<file path="config.mk">
export PLATFORM = sky130hd
export DESIGN_NAME = lcd_refresh_flat
export DESIGN_NICKNAME = d
export VERILOG_FILES = /design/src/rtl/lcd_refresh_if.sv /design/src/rtl/lcd_refresh.sv /design/src/flat_wrapper.sv
export SDC_FILE = /design/constraint.sdc
export NUM_CORES = 1
export LEC_CHECK = 0
export CAP_MARGIN = 20
export CORE_AREA = 3 3 169 187
export DETAILED_ROUTE_END_ITERATION = 10
export DIE_AREA = 0 0 172 190
export PLACE_DENSITY = 0.81
export SYNTH_ARGS = -nofsm -noshare
export SYNTH_HDL_FRONTEND = slang
export SYNTH_SLANG_ARGS = --single-unit
</file>
<file path="constraint.sdc">
create_clock -name CCLK -period 7.1 [get_ports CCLK]
set_input_delay 1.42 -clock CCLK [delete_from_list [all_inputs] [get_ports CCLK]]
set_output_delay 1.42 -clock CCLK [all_outputs]
set_load 0.1 [all_outputs]
</file>
<file path="src/rtl/lcd_refresh_if.sv">
// Frame/strobe inputs and HD44780 4-bit panel pins of the LCD writer.
interface lcd_refresh_if;
  logic         cls;
  logic [255:0] strdata;
  logic         LCDE;
  logic         LCDRS;
  logic         LCDRW;
  logic [3:0]   LCDDAT;
  logic         busy;
  logic         done;

  modport master (
    output cls, strdata,
    input  LCDE, LCDRS, LCDRW, LCDDAT, busy, done
  );

  modport slave (
    input  cls, strdata,
    output LCDE, LCDRS, LCDRW, LCDDAT, busy, done
  );
endinterface

</file>
<file path="src/rtl/lcd_refresh.sv">
// Character-LCD writer: HD44780 4-bit power-on init, then rewrites both lines from a frame snapshot per cls.
// Refresh starts the cycle after cls is seen in IDLE; cls arriving while busy collapses into one pending refresh.
module lcd_refresh #(
  parameter int POWERUP_CYC    = 750000,
  parameter int INIT_LONG_CYC  = 205000,
  parameter int INIT_SHORT_CYC = 5000,
  parameter int E_PULSE_CYC    = 12,
  parameter int NIBBLE_GAP_CYC = 50,
  parameter int CMD_CYC        = 2000,
  parameter int CLEAR_CYC      = 82000
) (
  input  logic         CCLK,
  input  logic         rst_n,
  lcd_refresh_if.slave lcd
);

  localparam int M1   = (POWERUP_CYC > INIT_LONG_CYC) ? POWERUP_CYC : INIT_LONG_CYC;
  localparam int M2   = (M1 > INIT_SHORT_CYC) ? M1 : INIT_SHORT_CYC;
  localparam int M3   = (M2 > E_PULSE_CYC) ? M2 : E_PULSE_CYC;
  localparam int M4   = (M3 > NIBBLE_GAP_CYC) ? M3 : NIBBLE_GAP_CYC;
  localparam int M5   = (M4 > CMD_CYC) ? M4 : CMD_CYC;
  localparam int MAXC = (M5 > CLEAR_CYC) ? M5 : CLEAR_CYC;
  localparam int CW   = $clog2(MAXC + 1);

  typedef logic [CW-1:0] cnt_t;

  localparam cnt_t PW_LAST    = cnt_t'(POWERUP_CYC - 1);
  localparam cnt_t LONG_LAST  = cnt_t'(INIT_LONG_CYC - 1);
  localparam cnt_t SHORT_LAST = cnt_t'(INIT_SHORT_CYC - 1);
  localparam cnt_t E_LAST     = cnt_t'(E_PULSE_CYC - 1);
  localparam cnt_t GAP_LAST   = cnt_t'(NIBBLE_GAP_CYC - 1);
  localparam cnt_t CMD_LAST   = cnt_t'(CMD_CYC - 1);
  localparam cnt_t CLEAR_LAST = cnt_t'(CLEAR_CYC - 1);

  typedef enum logic [2:0] {PWRUP, INIT_NIB, INIT_CFG, IDLE, REFRESH} state_t;
  typedef enum logic [1:0] {PH_SETUP, PH_HIGH, PH_LOW, PH_WAIT} phase_t;

  // Byte sent at step idx of a stage; single-nibble init writes carry their nibble in [7:4].
  function automatic logic [7:0] step_byte(state_t st, logic [5:0] idx, logic [255:0] snap);
    logic [7:0] b;
    logic [4:0] c;
    b = 8'h00;
    c = 5'd0;
    case (st)
      INIT_NIB: b = (idx == 6'd3) ? 8'h20 : 8'h30;
      INIT_CFG: begin
        case (idx[1:0])
          2'd0:    b = 8'h28;
          2'd1:    b = 8'h06;
          2'd2:    b = 8'h0C;
          default: b = 8'h01;
        endcase
      end
      REFRESH: begin
        if (idx == 6'd0) begin
          b = 8'h80;
        end else if (idx == 6'd17) begin
          b = 8'hC0;
        end else begin
          c = idx[4:0] - ((idx < 6'd17) ? 5'd1 : 5'd2);
          b = snap[{~c, 3'b000} +: 8];
        end
      end
      default: b = 8'h00;
    endcase
    return b;
  endfunction

  function automatic logic step_rs(state_t st, logic [5:0] idx);
    return (st == REFRESH) && (idx != 6'd0) && (idx != 6'd17);
  endfunction

  function automatic logic step_last(state_t st, logic [5:0] idx);
    logic l;
    case (st)
      INIT_NIB, INIT_CFG: l = (idx == 6'd3);
      REFRESH:            l = (idx == 6'd33);
      default:            l = 1'b0;
    endcase
    return l;
  endfunction

  function automatic cnt_t step_wait(state_t st, logic [5:0] idx, logic [7:0] b, logic rs);
    cnt_t w;
    if (st == INIT_NIB) begin
      w = (idx == 6'd0) ? LONG_LAST : (idx == 6'd3) ? CMD_LAST : SHORT_LAST;
    end else begin
      w = (!rs && b == 8'h01) ? CLEAR_LAST : CMD_LAST;
    end
    return w;
  endfunction

  state_t       st_q;
  phase_t       ph_q;
  logic [5:0]   idx_q;
  logic         nib_q;
  logic         single_q;
  cnt_t         cnt_q;
  cnt_t         wait_q;
  logic [3:0]   lo_q;
  logic [255:0] snap_q;
  logic         pending_q;
  logic         e_q;
  logic         rs_q;
  logic [3:0]   dat_q;
  logic         busy_q;
  logic         done_q;

  state_t       ld_st;
  logic [5:0]   ld_idx;
  logic [7:0]   ld_byte;
  logic         ld_rs;
  cnt_t         ld_wait;
  logic         cur_last;
  logic         wait_end;
  logic         adv;

  assign cur_last = step_last(st_q, idx_q);
  assign wait_end = (ph_q == PH_WAIT) && (cnt_q == wait_q);

  // Next step to launch: first step of the following stage, or the next index in this one.
  always_comb begin
    ld_st  = st_q;
    ld_idx = idx_q + 6'd1;
    adv    = 1'b0;
    case (st_q)
      PWRUP: begin
        ld_st  = INIT_NIB;
        ld_idx = 6'd0;
        adv    = (cnt_q == PW_LAST);
      end
      IDLE: begin
        ld_st  = REFRESH;
        ld_idx = 6'd0;
        adv    = lcd.cls || pending_q;
      end
      default: begin
        if (st_q == INIT_NIB && cur_last) begin
          ld_st  = INIT_CFG;
          ld_idx = 6'd0;
        end
        adv = wait_end && (!cur_last || st_q == INIT_NIB);
      end
    endcase
    ld_byte = step_byte(ld_st, ld_idx, snap_q);
    ld_rs   = step_rs(ld_st, ld_idx);
    ld_wait = step_wait(ld_st, ld_idx, ld_byte, ld_rs);
  end

  always_ff @(posedge CCLK or negedge rst_n) begin
    if (!rst_n) begin
      st_q      <= PWRUP;
      ph_q      <= PH_SETUP;
      idx_q     <= '0;
      nib_q     <= 1'b0;
      single_q  <= 1'b0;
      cnt_q     <= '0;
      wait_q    <= '0;
      lo_q      <= '0;
      snap_q    <= '0;
      pending_q <= 1'b0;
      e_q       <= 1'b0;
      rs_q      <= 1'b0;
      dat_q     <= '0;
      busy_q    <= 1'b1;
      done_q    <= 1'b0;
    end else begin
      done_q <= 1'b0;
      if (lcd.cls && st_q != IDLE) pending_q <= 1'b1;
      if (adv) begin
        st_q     <= ld_st;
        idx_q    <= ld_idx;
        ph_q     <= PH_SETUP;
        cnt_q    <= '0;
        nib_q    <= 1'b0;
        dat_q    <= ld_byte[7:4];
        lo_q     <= ld_byte[3:0];
        rs_q     <= ld_rs;
        single_q <= (ld_st == INIT_NIB);
        wait_q   <= ld_wait;
        if (st_q == IDLE) begin
          snap_q    <= lcd.strdata;
          pending_q <= 1'b0;
          busy_q    <= 1'b1;
        end
      end else begin
        case (st_q)
          PWRUP: cnt_q <= cnt_q + cnt_t'(1);
          IDLE:  cnt_q <= '0;
          default: begin
            case (ph_q)
              PH_SETUP: begin
                ph_q <= PH_HIGH;
                e_q  <= 1'b1;
              end
              PH_HIGH: begin
                if (cnt_q == E_LAST) begin
                  ph_q  <= PH_LOW;
                  e_q   <= 1'b0;
                  cnt_q <= '0;
                end else begin
                  cnt_q <= cnt_q + cnt_t'(1);
                end
              end
              PH_LOW: begin
                if (cnt_q == GAP_LAST) begin
                  cnt_q <= '0;
                  if (!single_q && !nib_q) begin
                    nib_q <= 1'b1;
                    dat_q <= lo_q;
                    ph_q  <= PH_SETUP;
                  end else begin
                    ph_q <= PH_WAIT;
                  end
                end else begin
                  cnt_q <= cnt_q + cnt_t'(1);
                end
              end
              default: begin
                // Only the final step of INIT_CFG or REFRESH ends its wait without advancing.
                if (wait_end) begin
                  st_q   <= IDLE;
                  cnt_q  <= '0;
                  busy_q <= 1'b0;
                  done_q <= (st_q == REFRESH);
                end else begin
                  cnt_q <= cnt_q + cnt_t'(1);
                end
              end
            endcase
          end
        endcase
      end
    end
  end

  assign lcd.LCDE   = e_q;
  assign lcd.LCDRS  = rs_q;
  assign lcd.LCDRW  = 1'b0;
  assign lcd.LCDDAT = dat_q;
  assign lcd.busy   = busy_q;
  assign lcd.done   = done_q;

endmodule

</file>
<file path="src/flat_wrapper.sv">
// flat-port wrapper written by rule: the top's interface ports become plain ports
module lcd_refresh_flat 
#(
  parameter int POWERUP_CYC    = 750000,
  parameter int INIT_LONG_CYC  = 205000,
  parameter int INIT_SHORT_CYC = 5000,
  parameter int E_PULSE_CYC    = 12,
  parameter int NIBBLE_GAP_CYC = 50,
  parameter int CMD_CYC        = 2000,
  parameter int CLEAR_CYC      = 82000
)
  (CCLK, rst_n, lcd_cls, lcd_strdata, lcd_LCDE, lcd_LCDRS, lcd_LCDRW, lcd_LCDDAT, lcd_busy, lcd_done);
  lcd_refresh_if lcd_i ();
  input  logic CCLK;
  input  logic rst_n;
  input wire logic [$bits(lcd_i.cls)-1:0] lcd_cls;
  input wire logic [$bits(lcd_i.strdata)-1:0] lcd_strdata;
  output wire logic [$bits(lcd_i.LCDE)-1:0] lcd_LCDE;
  output wire logic [$bits(lcd_i.LCDRS)-1:0] lcd_LCDRS;
  output wire logic [$bits(lcd_i.LCDRW)-1:0] lcd_LCDRW;
  output wire logic [$bits(lcd_i.LCDDAT)-1:0] lcd_LCDDAT;
  output wire logic [$bits(lcd_i.busy)-1:0] lcd_busy;
  output wire logic [$bits(lcd_i.done)-1:0] lcd_done;
  assign lcd_i.cls = lcd_cls;
  assign lcd_i.strdata = lcd_strdata;
  assign lcd_LCDE = lcd_i.LCDE;
  assign lcd_LCDRS = lcd_i.LCDRS;
  assign lcd_LCDRW = lcd_i.LCDRW;
  assign lcd_LCDDAT = lcd_i.LCDDAT;
  assign lcd_busy = lcd_i.busy;
  assign lcd_done = lcd_i.done;
  lcd_refresh #(.POWERUP_CYC(POWERUP_CYC), .INIT_LONG_CYC(INIT_LONG_CYC), .INIT_SHORT_CYC(INIT_SHORT_CYC), .E_PULSE_CYC(E_PULSE_CYC), .NIBBLE_GAP_CYC(NIBBLE_GAP_CYC), .CMD_CYC(CMD_CYC), .CLEAR_CYC(CLEAR_CYC)) u_core (.CCLK(CCLK), .rst_n(rst_n), .lcd(lcd_i));
endmodule
</file>
==> impl_metrics.yaml, run 1 <==
route:
  drt_iter0_drc: 1732
  drt-wirelength-per-cell_um: 20.0
  via_per_inst: 5.83
  vias: 13800
  antenna_left: 0
  routed_wl_um: 47200
  drtPass1Iterations: 6
  route.detailed.drc: 0
worst_setup_path:
  arrival_ns: 6.99
  rr_startpoint: "u_core.st_q[0]"
  r2r_cells: 18
  cp-end-kind: "flip-flop"
  cp-startpoint: "u_core.st_q[0]"
  critPathMostFrequentCell: "inv_1"
  start_kind: "flip-flop"
  critical_path.endpoint: "u_core.wait_q[9]"
  crit_slowest_cell: "fa_4"
  r2r_slack_ns: 0.48
  cp.required_ns: 7.48
  crit_type: "reg2reg"
  cp_cell_sequence: "inv_1 > a311o_1 > and2_1 > nor2_1 > inv_1 > ha_1 > and3_1 > a21oi_1 > o221ai_1 > a21o_1 > fa_4 > mux4_2 > a221oi_1 > nor3_1 > a2111oi_2 > o31ai_1 > nor4b_4 > a31oi_1"
  r2r_end: "u_core.wait_q[9]"
  worstPathMaxFanout: 47
  cpPeakStageDelay_ns: 1.32
worst_hold_path:
  holdCritPathClass: "reg2reg"
cts:
  cts_tree: "yes"
  clockBufferDepth: 3
  path_clk_slew_ns: 0.06
  hold_buffers: 0
  clk_latency_ns: 0.52
  cts.repair.resized: 0
  cts_setup_buffers: 0
  cts_made_buffers: 34
  cts_sinks: 312
  h-tree-depth: 2
  cts-root-buf: "clkbuf_16"
timing:
  period_share: 0.932
  finClkSkew_ns: 0.0201
  maxSlewViolCount: 0
  fin_crit_ns: 6.62
  max-slew-margin-rel: 0.173
  tns_ns: 0
  final_hold_viol_count: 0
  timing.fmax_ghz: 0.151
  rsz0062_at_grt: "no"
  setup_slack_ns: 0.484
  setup_viol: 0
  tightest_slew_ns: 1.24
yosys:
  synthDistinctLibCells: 92
  synth_area_um2: 16000
  synth_edf_count: 0
  synthArstFlopShare: 1.00
  yosys_most_used_dff: "dfrtp_1"
  netlist_instances: 1759
  yosys_warnings: 0
  synth_seq_cells: 312
  yosysSeqAreaShare: 0.487
  postSynthAreaPerCell_um2: 9.12
  synthesis.nets: 2034
grt:
  antenna_found_initial: 0
  grt_pass1_vias: 13800
  grt_use_total: 0.289
  grt_max_degree: 248
  grt.overflow.total: 0
  grt_pass1_wl_um: 74400
pwr:
  powerDensity_nw_per_um2: 202
  p_leak_nw: 9.54
  peakVddDrop_uv: 122
final_layout:
  nets: 2239
  regArea_um2: 7810
  drive_gt1_frac: 0.0875
  antenna_cells: 0
  utilization: 0.670
  fill_cells: 2281
  area_growth_pct: 24.3
  multi_input_area_um2: 7680
floorplanning:
  core_area_um2: 29700
  dieArea_um2: 32700
  io_pins: 268
  die_h_um: 190
  rows: 66
  die_x_um: 172
  initial_core_util: 0.540
run_status:
  status: "complete, no violations"
placed_design:
  hpwl_um: 33500
  dp_slack_ns: 0.694
  portBuffers: 266
  routabilityCongestion: 0.939
job:
  cap_viol_max_count: 0
metal layers:
metal | GRT usage | part of all wire | up-vias
li1 | - | - | 6286
met2 | 0.480 | 0.50 | 604
met1 | 0.383 | 0.40 | 6755
met3 | 0.0409 | 0.056 | 128
met4 | 0.120 | 0.047 | 0
met5 | 0 | 0 | -
cell families (layout without fill, tap and decap cells):
kind of cell | Yosys count | count (layout) | share of synthesized area
xor+xnor | 16 | 16 | 0.00920
fa+ha+maj | 17 | 17 | 0.0136
flops | 312 | 312 | 0.487
buf+inv | 124 | 354 | 0.0368
compound gates | 174 | 174 | 0.0807
other cells | 1 | 1 | 0.000234
mux | 105 | 105 | 0.117
simple gates | 1010 | 1010 | 0.256
critical path, delay by kind of cell, from the launching register on:
kind | cells | cell delay (ns)
muxes | 1 | 0.46
buffers and inverters | 2 | 0.40
AOI/OAI and AO/OA | 8 | 2.02
DFF | 1 | 0.73
and+or+nand+nor | 5 | 1.23
adders and majority gates | 2 | 1.59
final cells by class:
class	count	area share
Tap cell	374	0.0235
Sequential cell	312	0.392
Clock buffer	52	0.0512
Inverter	16	0.00301
Clock inverter	9	0.00603
Multi-Input combinational cell	1323	0.385
Timing Repair Buffer	277	0.139
layout by cell type (no fill, tap or decap), types with 14 or more instances in the layout:
cell	Yosys	layout
nand3_1	17	17
clkbuf_16	0	35
a21oi_1	24	24
o21ai_0	39	39
nor2_1	47	46
mux2i_1	31	31
mux4_2	64	64
clkdlybuf4s50_1	0	265
dfrtp_1	311	311
nor3_1	14	14
inv_1	16	16
ha_1	15	14
nand2_1	855	855
power by group:
part / total [W] / internal (W) / switching (W)
registers: 0.00190 / 0.00185 / 0.0000483
logic: 0.000318 / 0.000186 / 0.000132
clock network: 0.00180 / 0.00107 / 0.000732
stage by stage:
| stage | cell area, µm² | hold WS, ns | std cells | power, W |
|---|---|---|---|---|
| finish | 19900 | 0.468 | 2363 | 0.00402 |
| global route | 19900 | 0.492 | 2363 | 0.00416 |
| CTS | 19900 | 0.472 | 2363 | 0.00404 |
| detailed placement | 18800 | 0.457 | 2302 | 0.00225 |
| global placement | 18800 | 0.454 | 2302 | 0.00224 |
| floorplan | 16000 | 0.440 | 1759 | 0.00201 |
registers in the layout, indices dropped and copies added (netlist names), 2 cells and up:
register / count
u_core.wait_q: 10
u_core.ph_q: 2
u_core.lcd.LCDDAT: 4
u_core.st_q: 3
u_core.idx_q: 6
u_core.cnt_q: 20
u_core.lo_q: 4
u_core.snap_q: 256
how the worst min path moves through the flow:
stage | start | endpoint | slack [ns] | depth (start not counted)
floorplan | u_core.snap_q[69] | u_core.snap_q[69] | 0.44 | 2
finish | u_core.snap_q[111] | u_core.snap_q[111] | 0.47 | 2
global placement | u_core.snap_q[47] | u_core.snap_q[47] | 0.45 | 2
detailed placement | u_core.snap_q[39] | u_core.snap_q[39] | 0.46 | 2
global route | u_core.snap_q[47] | u_core.snap_q[47] | 0.49 | 2
CTS | u_core.snap_q[39] | u_core.snap_q[39] | 0.47 | 2
synthesized netlist by cell type (all sizes together) (6+ instances only):
master / count / area, µm²
or2: 6 / 37.5
nand2: 857 / 3220
dfrtp: 311 / 7780
nand3: 17 / 85.1
inv: 16 / 60.1
o21ai: 48 / 248
nor4: 6 / 37.5
nor2b: 8 / 50.1
nand4: 9 / 56.3
clkbuf: 69 / 259
nor3: 15 / 86.3
buf: 39 / 272
mux2i: 31 / 310
xor2: 7 / 68.8
and3: 11 / 68.8
nand2b: 8 / 50.1
xnor2: 9 / 78.8
ha: 15 / 188
and2: 6 / 42.5
o221ai: 9 / 78.8
mux4: 64 / 1440
a221oi: 13 / 133
a21oi: 26 / 138
o211ai: 6 / 50.1
o31ai: 11 / 82.6
nor2: 49 / 194
mux2: 10 / 120
(Power assumes the default switching activity.)
==> run 2, diff against run 1 <==
- SKIP_LAST_GASP: not set -> 1
==> results of run 2 <==
Final layout, timing and power as in run 1 (identical DEF).
